### config.mk
export PLATFORM = sky130hd
export DESIGN_NAME = opu_input_fetcher
export DESIGN_NICKNAME = d
export VERILOG_FILES = /design/src/rtl/opu_fetch_pkg.sv /design/src/rtl/apb_master_port.sv /design/src/rtl/opu_input_fetcher.sv
export SDC_FILE = /design/constraint.sdc
export NUM_CORES = 2
export LEC_CHECK = 0
export BUFFER_PORTS_ARGS = -buffer_cell sky130_fd_sc_hd__buf_4
export CORE_AREA = 2 2 490 492
export DETAILED_ROUTE_END_ITERATION = 12
export DIE_AREA = 0 0 492 494
export PLACE_DENSITY_LB_ADDON = 0.3
export SLEW_MARGIN = 25
export SYNTH_ARGS = -nofsm -noshare
export SYNTH_HDL_FRONTEND = slang
export SYNTH_SLANG_ARGS = --single-unit
### constraint.sdc
create_clock -name clk_i -period 5.6 [get_ports clk_i]
set_input_delay 0.28 -clock clk_i [delete_from_list [all_inputs] [get_ports clk_i]]
set_output_delay 0.28 -clock clk_i [all_outputs]
set_load 0.005 [all_outputs]
### src/rtl/opu_fetch_pkg.sv
// Shared constants and types for the OPU input fetcher: APB register map,
// fetch FSM states and vector width helper.
package opu_fetch_pkg;

    localparam int ADDR_INDEX   = 'h30;
    localparam int ADDR_PAYLOAD = 'h34;
    localparam int ADDR_RELEASE = 'h38;
    localparam int ADDR_STATUS  = 'h3C;

    typedef enum logic [2:0] {
        ST_IDLE,
        ST_POLL,
        ST_WIDX,
        ST_RPAY,
        ST_REL,
        ST_PRESENT
    } fetch_state_t;

    function automatic int calc_vec_w(input int words, input int dw);
        return words * dw;
    endfunction

endpackage

### src/rtl/apb_master_port.sv
// Single-outstanding APB master: launches one SETUP/ACCESS transfer per request
// and reports completion with a combinational done pulse on the ready edge.
module apb_master_port #(
    parameter int AW = 6,
    parameter int DW = 32
) (
    input  logic          clk,
    input  logic          rst_n,
    input  logic          req,
    input  logic [AW-1:0] addr,
    input  logic          write,
    input  logic [DW-1:0] wdata,
    output logic          done,
    output logic [DW-1:0] rdata,
    output logic          psel,
    output logic          penable,
    output logic [AW-1:0] paddr,
    output logic          pwrite,
    output logic [DW-1:0] pwdata,
    input  logic [DW-1:0] prdata,
    input  logic          pready
);

    assign done  = psel & penable & pready;
    assign rdata = prdata;

    // A new request is taken on the completing edge so transfers run back to back.
    always_ff @(posedge clk or negedge rst_n) begin
        if (!rst_n) begin
            psel    <= 1'b0;
            penable <= 1'b0;
            paddr   <= '0;
            pwrite  <= 1'b0;
            pwdata  <= '0;
        end else if (req && (!psel || done)) begin
            psel    <= 1'b1;
            penable <= 1'b0;
            paddr   <= addr;
            pwrite  <= write;
            pwdata  <= wdata;
        end else if (psel && !penable) begin
            penable <= 1'b1;
        end else if (done) begin
            psel    <= 1'b0;
            penable <= 1'b0;
        end
    end

endmodule

### src/rtl/opu_input_fetcher.sv
// Hardware fetch loop: polls the input buffer status, reads one vector as
// index/payload pairs, releases the buffer and hands the vector to the OPU.
module opu_input_fetcher
    import opu_fetch_pkg::*;
#(
    parameter int BUS_AW        = 6,
    parameter int BUS_DW        = 32,
    parameter int WORDS_PER_VEC = 36,
    parameter int CNT_W         = 16
) (
    input  logic                            clk_i,
    input  logic                            rst_n_i,
    input  logic                            enable_i,
    output logic [BUS_AW-1:0]               m_paddr_o,
    output logic                            m_pwrite_o,
    output logic                            m_psel_o,
    output logic                            m_penable_o,
    output logic [BUS_DW-1:0]               m_pwdata_o,
    input  logic [BUS_DW-1:0]               m_prdata_i,
    input  logic                            m_pready_i,
    output logic [WORDS_PER_VEC*BUS_DW-1:0] opu_vec_o,
    output logic                            opu_valid_o,
    input  logic                            opu_ready_i,
    output logic                            busy_o,
    output logic [CNT_W-1:0]                vec_cnt_o
);

    localparam int VEC_W = calc_vec_w(WORDS_PER_VEC, BUS_DW);
    localparam int IDX_W = (WORDS_PER_VEC > 1) ? $clog2(WORDS_PER_VEC) : 1;
    localparam logic [IDX_W-1:0] LAST_IDX = IDX_W'(WORDS_PER_VEC - 1);

    fetch_state_t      state;
    logic [IDX_W-1:0]  idx;
    logic [VEC_W-1:0]  shadow;

    logic              req;
    logic [BUS_AW-1:0] req_addr;
    logic              req_write;
    logic [BUS_DW-1:0] req_wdata;
    logic              xfer_done;
    logic [BUS_DW-1:0] rdata;

    apb_master_port #(
        .AW (BUS_AW),
        .DW (BUS_DW)
    ) u_apb (
        .clk     (clk_i),
        .rst_n   (rst_n_i),
        .req     (req),
        .addr    (req_addr),
        .write   (req_write),
        .wdata   (req_wdata),
        .done    (xfer_done),
        .rdata   (rdata),
        .psel    (m_psel_o),
        .penable (m_penable_o),
        .paddr   (m_paddr_o),
        .pwrite  (m_pwrite_o),
        .pwdata  (m_pwdata_o),
        .prdata  (m_prdata_i),
        .pready  (m_pready_i)
    );

    // Request for the transfer that follows the current state's exit, so the
    // port can start its SETUP on the same edge the FSM advances.
    always_comb begin
        req       = 1'b0;
        req_addr  = BUS_AW'(ADDR_STATUS);
        req_write = 1'b0;
        req_wdata = '0;
        case (state)
            ST_IDLE: req = enable_i;
            ST_POLL: begin
                if (xfer_done) begin
                    if (rdata[0]) begin
                        req       = 1'b1;
                        req_addr  = BUS_AW'(ADDR_INDEX);
                        req_write = 1'b1;
                    end else begin
                        req = enable_i;
                    end
                end
            end
            ST_WIDX: begin
                req      = xfer_done;
                req_addr = BUS_AW'(ADDR_PAYLOAD);
            end
            ST_RPAY: begin
                req       = xfer_done;
                req_write = 1'b1;
                if (idx == LAST_IDX) begin
                    req_addr  = BUS_AW'(ADDR_RELEASE);
                    req_wdata = BUS_DW'(1);
                end else begin
                    req_addr  = BUS_AW'(ADDR_INDEX);
                    req_wdata = BUS_DW'(idx) + BUS_DW'(1);
                end
            end
            ST_PRESENT: req = opu_valid_o & opu_ready_i & enable_i;
            default: req = 1'b0;
        endcase
    end

    always_ff @(posedge clk_i or negedge rst_n_i) begin
        if (!rst_n_i) begin
            state       <= ST_IDLE;
            idx         <= '0;
            shadow      <= '0;
            opu_vec_o   <= '0;
            opu_valid_o <= 1'b0;
            vec_cnt_o   <= '0;
        end else begin
            case (state)
                ST_IDLE: begin
                    if (enable_i) state <= ST_POLL;
                end
                ST_POLL: begin
                    if (xfer_done) begin
                        if (rdata[0]) begin
                            idx   <= '0;
                            state <= ST_WIDX;
                        end else if (!enable_i) begin
                            state <= ST_IDLE;
                        end
                    end
                end
                ST_WIDX: begin
                    if (xfer_done) state <= ST_RPAY;
                end
                ST_RPAY: begin
                    if (xfer_done) begin
                        shadow[int'(idx)*BUS_DW +: BUS_DW] <= rdata;
                        if (idx == LAST_IDX) begin
                            state <= ST_REL;
                        end else begin
                            idx   <= idx + 1'b1;
                            state <= ST_WIDX;
                        end
                    end
                end
                ST_REL: begin
                    if (xfer_done) state <= ST_PRESENT;
                end
                ST_PRESENT: begin
                    // First PRESENT cycle publishes the shadow; the vector then
                    // holds until the OPU takes it.
                    if (!opu_valid_o) begin
                        opu_vec_o   <= shadow;
                        opu_valid_o <= 1'b1;
                    end else if (opu_ready_i) begin
                        opu_valid_o <= 1'b0;
                        vec_cnt_o   <= vec_cnt_o + 1'b1;
                        state       <= enable_i ? ST_POLL : ST_IDLE;
                    end
                end
                default: state <= ST_IDLE;
            endcase
        end
    end

    assign busy_o = (state != ST_IDLE);

endmodule

==> metrics.md <==
| Metric | Value |
|---|---|
| Reg2reg start | `idx[0]` |
| Final hold violations | `0` |
| Clock transition at path regs | `0.06 ns` |
| Max-Slew Margin vs Limit | `26.3%` |
| Via count | `53700` |
| Syn avg cell area | `15.6 sq um` |
| Total congestion overflow | `0` |
| Wire per inst | `30.3 microns` |
| Setup Skew | `0.0540 ns` |
| Number of remaining DRC errors | `2` |
| Placed Cells | `9806` |
| Register-to-Register Path Depth | `7` |
| CTS tree | `done` |
| Share of cells above drive strength 1 | `55.1%` |
| CP Capture Type | `flip-flop` |
| Drt via density | `5.22` |
| Period minus WS final | `4.48 ns` |
| Sequential area share after synthesis | `65.8%` |
| DIE AREA | `243000 sq um` |
| Arr. time, crit path | `5.25 ns` |
| Bufs on Longest Clock Path | `3` |
| Slew Viols, Final | `0` |
| Clk Latency, worst-skew pair | `0.89 ns` |
| Crit path launch type | `flip-flop` |
| TNS Setup | `0 ns` |
| Worst IR Drop VDD | `0.000283 V` |
| Final Power | `36900 uW` |
| Post-synth ARST share | `100%` |
| Failing checks | `design-rule violations` |
| Pre-CTS worst setup slack | `1.05 ns` |
| Die height | `494 microns` |
| I/O Buffers | `1220` |
| Max-cap viol count | `0` |
| Max Clk Rate | `223 MHz` |
| Tightest Pin Transition | `1.11 ns` |
| R2R Setup Slk | `1.12 ns` |
| RePlAce Congestion | `0.833` |
| Htree depth | `4` |
| Power Dens Cells | `334 nW/um^2` |
| Layout Cells excl Fill | `10300` |
| CP required | `6.36 ns` |
| Synth unique cells | `62` |
| Die X | `492 microns` |
| Final period util | `80.1%` |
| Mapped cell area | `89100 sq um` |
| Ys flop type | `dfrtp_1` |
| Area added between synthesis and finish | `24.0%` |
| Ys Warns | `0` |
| Initial antenna violation count | `45` |
| First-pass GRT wire length | `435000 microns` |
| Type of the worst setup path | `flip-flop to flip-flop` |
| Post-CTS Setup Inserts | `0` |
| Post-route ant nets | `0` |
| P_leak | `0.0574 uW` |
| WL final | `312000 microns` |
| CP max FO | `57` |
| Status | `finished with violations` |
| Vias in the first global route | `55100` |
| Synth Register Bits | `2343` |
| Post-Synthesis Cells | `5693` |
| Worst setup margin | `1.12 ns` |
| Initial core utilization | `37.5%` |
| Hold WS | `0.0712 ns` |
| Final setup fails | `0` |
| Worst hold path class | `input port to async pin` |
| Overall routing resource usage | `25.2%` |
| RSZ-0062 raised after global routing | `false` |
| Clock sink count | `2343` |
| IO Pins | `1248` |
| Cts bufs inserted | `239` |
| HPWL after detailed placement | `205000 microns` |
| Drt pass-1 iters | `10` |
| Clk root buf | `clkbuf_16` |
| Final net count | `6959` |
| Initial drt markers | `3890` |
| FF-to-FF End | `shadow[1121]` |
| Largest net degree at the start of global routing | `178` |
| Core area | `237000 sq um` |
| Rows | `179` |
| Post-synth EDFFs | `0` |
==> critical path: stages, from the launching register on <==
cell and delay (ns):
dfrtp_1 0.59, inv_2 0.16, ha_1 0.50, or3_2 0.84
nand4b_1 0.57, buf_4 0.53, or2_2 0.71, mux2_2 0.40
==> metrics by stage <==
stage	utilization, %	instance area (sq um)
after floorplan	-	89200
after global placement	42.9	102000
after detailed placement	42.9	102000
after CTS	46.5	110000
after global routing	46.5	110000
final	46.5	110000
==> how the worst max path moves through the flow <==
stage	from	end	slack, ns
after floorplan	idx[0]	shadow[1004]	2.54
after global routing	idx[0]	shadow[1121]	0.93
final	idx[0]	shadow[1121]	1.12
after global placement	idx[0]	shadow[111]	0.76
after detailed placement	idx[0]	shadow[114]	1.05
after CTS	idx[0]	shadow[123]	1.05
==> registers in the layout (all words and copies together) (netlist names) <==
name           flops
shadow          1152
u_apb.pwdata       7
state              3
opu_valid_o        1
u_apb.pwrite       1
idx                6
u_apb.paddr        3
vec_cnt_o         16
u_apb.psel         1
opu_vec_o       1152
u_apb.penable      1
==> power breakdown <==
part           internal, uW  switching, uW  leakage, uW  total (uW)
Sequential            17200            173       0.0326       17300
Clock                  9640           6910      0.00403       16500
Combinational           695           2340       0.0207        3030
==> synth_stat cells, types with 2 or more instances <==
library cell	count	area, sq um
dfrtp_1	2343	58600
mux2_2	2134	24000
o21ai_0	258	1290
buf_2	212	1060
clkbuf_1	176	661
nand2_1	137	514
o31ai_1	47	353
and3_1	46	288
buf_4	39	293
nor2_1	36	135
inv_1	35	131
and2_1	25	156
nor3_1	23	115
xnor2_1	16	140
mux2i_1	15	150
nand3_1	15	75.1
nand4_1	15	93.8
buf_1	12	45.0
mux2_1	12	135
xor2_1	8	70.1
a21oi_1	7	35.0
nand2b_1	6	37.5
or2_2	6	37.5
or3_1	6	37.5
nor2_2	5	31.3
ha_1	4	50.1
nor4_1	4	25.0
o41ai_1	4	35.0
a21o_1	3	22.5
a22o_1	3	26.3
nand3b_1	3	22.5
nor2b_1	3	18.8
a21boi_0	2	15.0
a31oi_1	2	12.5
and4_1	2	17.5
nor3_2	2	20.0
o2111ai_1	2	17.5
==> cells in the final DEF (no fill, tap or decap), types with 6 or more instances in the layout <==
| cell | count |
|---|---|
| clkbuf_1 | 65 |
| bufinv_16 | 22 |
| xnor2_1 | 15 |
| or2_2 | 6 |
| nand3_1 | 14 |
| buf_4 | 1335 |
| clkinv_16 | 6 |
| mux2i_1 | 13 |
| conb_1 | 27 |
| mux2_1 | 12 |
| nor3_1 | 22 |
| inv_1 | 35 |
| inv_6 | 6 |
| o31ai_1 | 47 |
| clkbuf_8 | 54 |
| mux2_2 | 2134 |
| nand2_1 | 136 |
| buf_12 | 21 |
| and3_1 | 46 |
| nor2_4 | 19 |
| diode_2 | 10 |
| clkinv_2 | 40 |
| dfrtp_1 | 2343 |
| o21ai_0 | 258 |
| clkbuf_16 | 240 |
| nor2_1 | 21 |
| nand4_1 | 15 |
| and2_1 | 25 |
| dlygate4sd3_1 | 37 |
| xor2_1 | 7 |
| a21oi_1 | 7 |
==> logic make-up (layout without fill, tap and decap cells) <==
| group | count (synthesis) | after routing | synth area share (%) |
|---|---|---|---|
| buffers and inverters | 475 | 1876 | 2.46 |
| muxes | 2161 | 2161 | 27.3 |
| DFF | 2343 | 2343 | 65.8 |
| xor gates and xnor gates | 24 | 24 | 0.236 |
| adders and majority gates | 4 | 4 | 0.0562 |
| AOI/OAI and AO/OA | 339 | 339 | 2.14 |
| other | 1 | 37 | 0.00421 |
| and+or+nand+nor | 346 | 346 | 1.98 |
==> layout make-up <==
class,instances,area (sq um)
Antenna cell,10,25.0
Clock buffer,359,6990
Clock inverter,84,1220
Fill cell,20900,127000
Inverter,36,135
Multi-Input combinational cell,2901,28600
Sequential cell,2343,58600
Tap cell,3167,3960
Timing Repair Buffer,1397,10900
==> layer usage <==
| layer | track usage (%) | share of wire (%) | up-vias |
|---|---|---|---|
| li1 | - | - | 22400 |
| met1 | 32.8 | 41 | 29000 |
| met2 | 39.5 | 46 | 1903 |
| met3 | 7.42 | 8.1 | 475 |
| met4 | 9.93 | 4.4 | 2 |
| met5 | 0 | 0.0042 | - |
==> timing repair <==
| action | in CTS | in global routing |
|---|---|---|
| gates resized for setup | 0 | 0 |
| hold buffers | 37 | 0 |
| hold endpoints to repair | 380 | 0 |
Note: power is estimated with default switching activity, not from simulation.
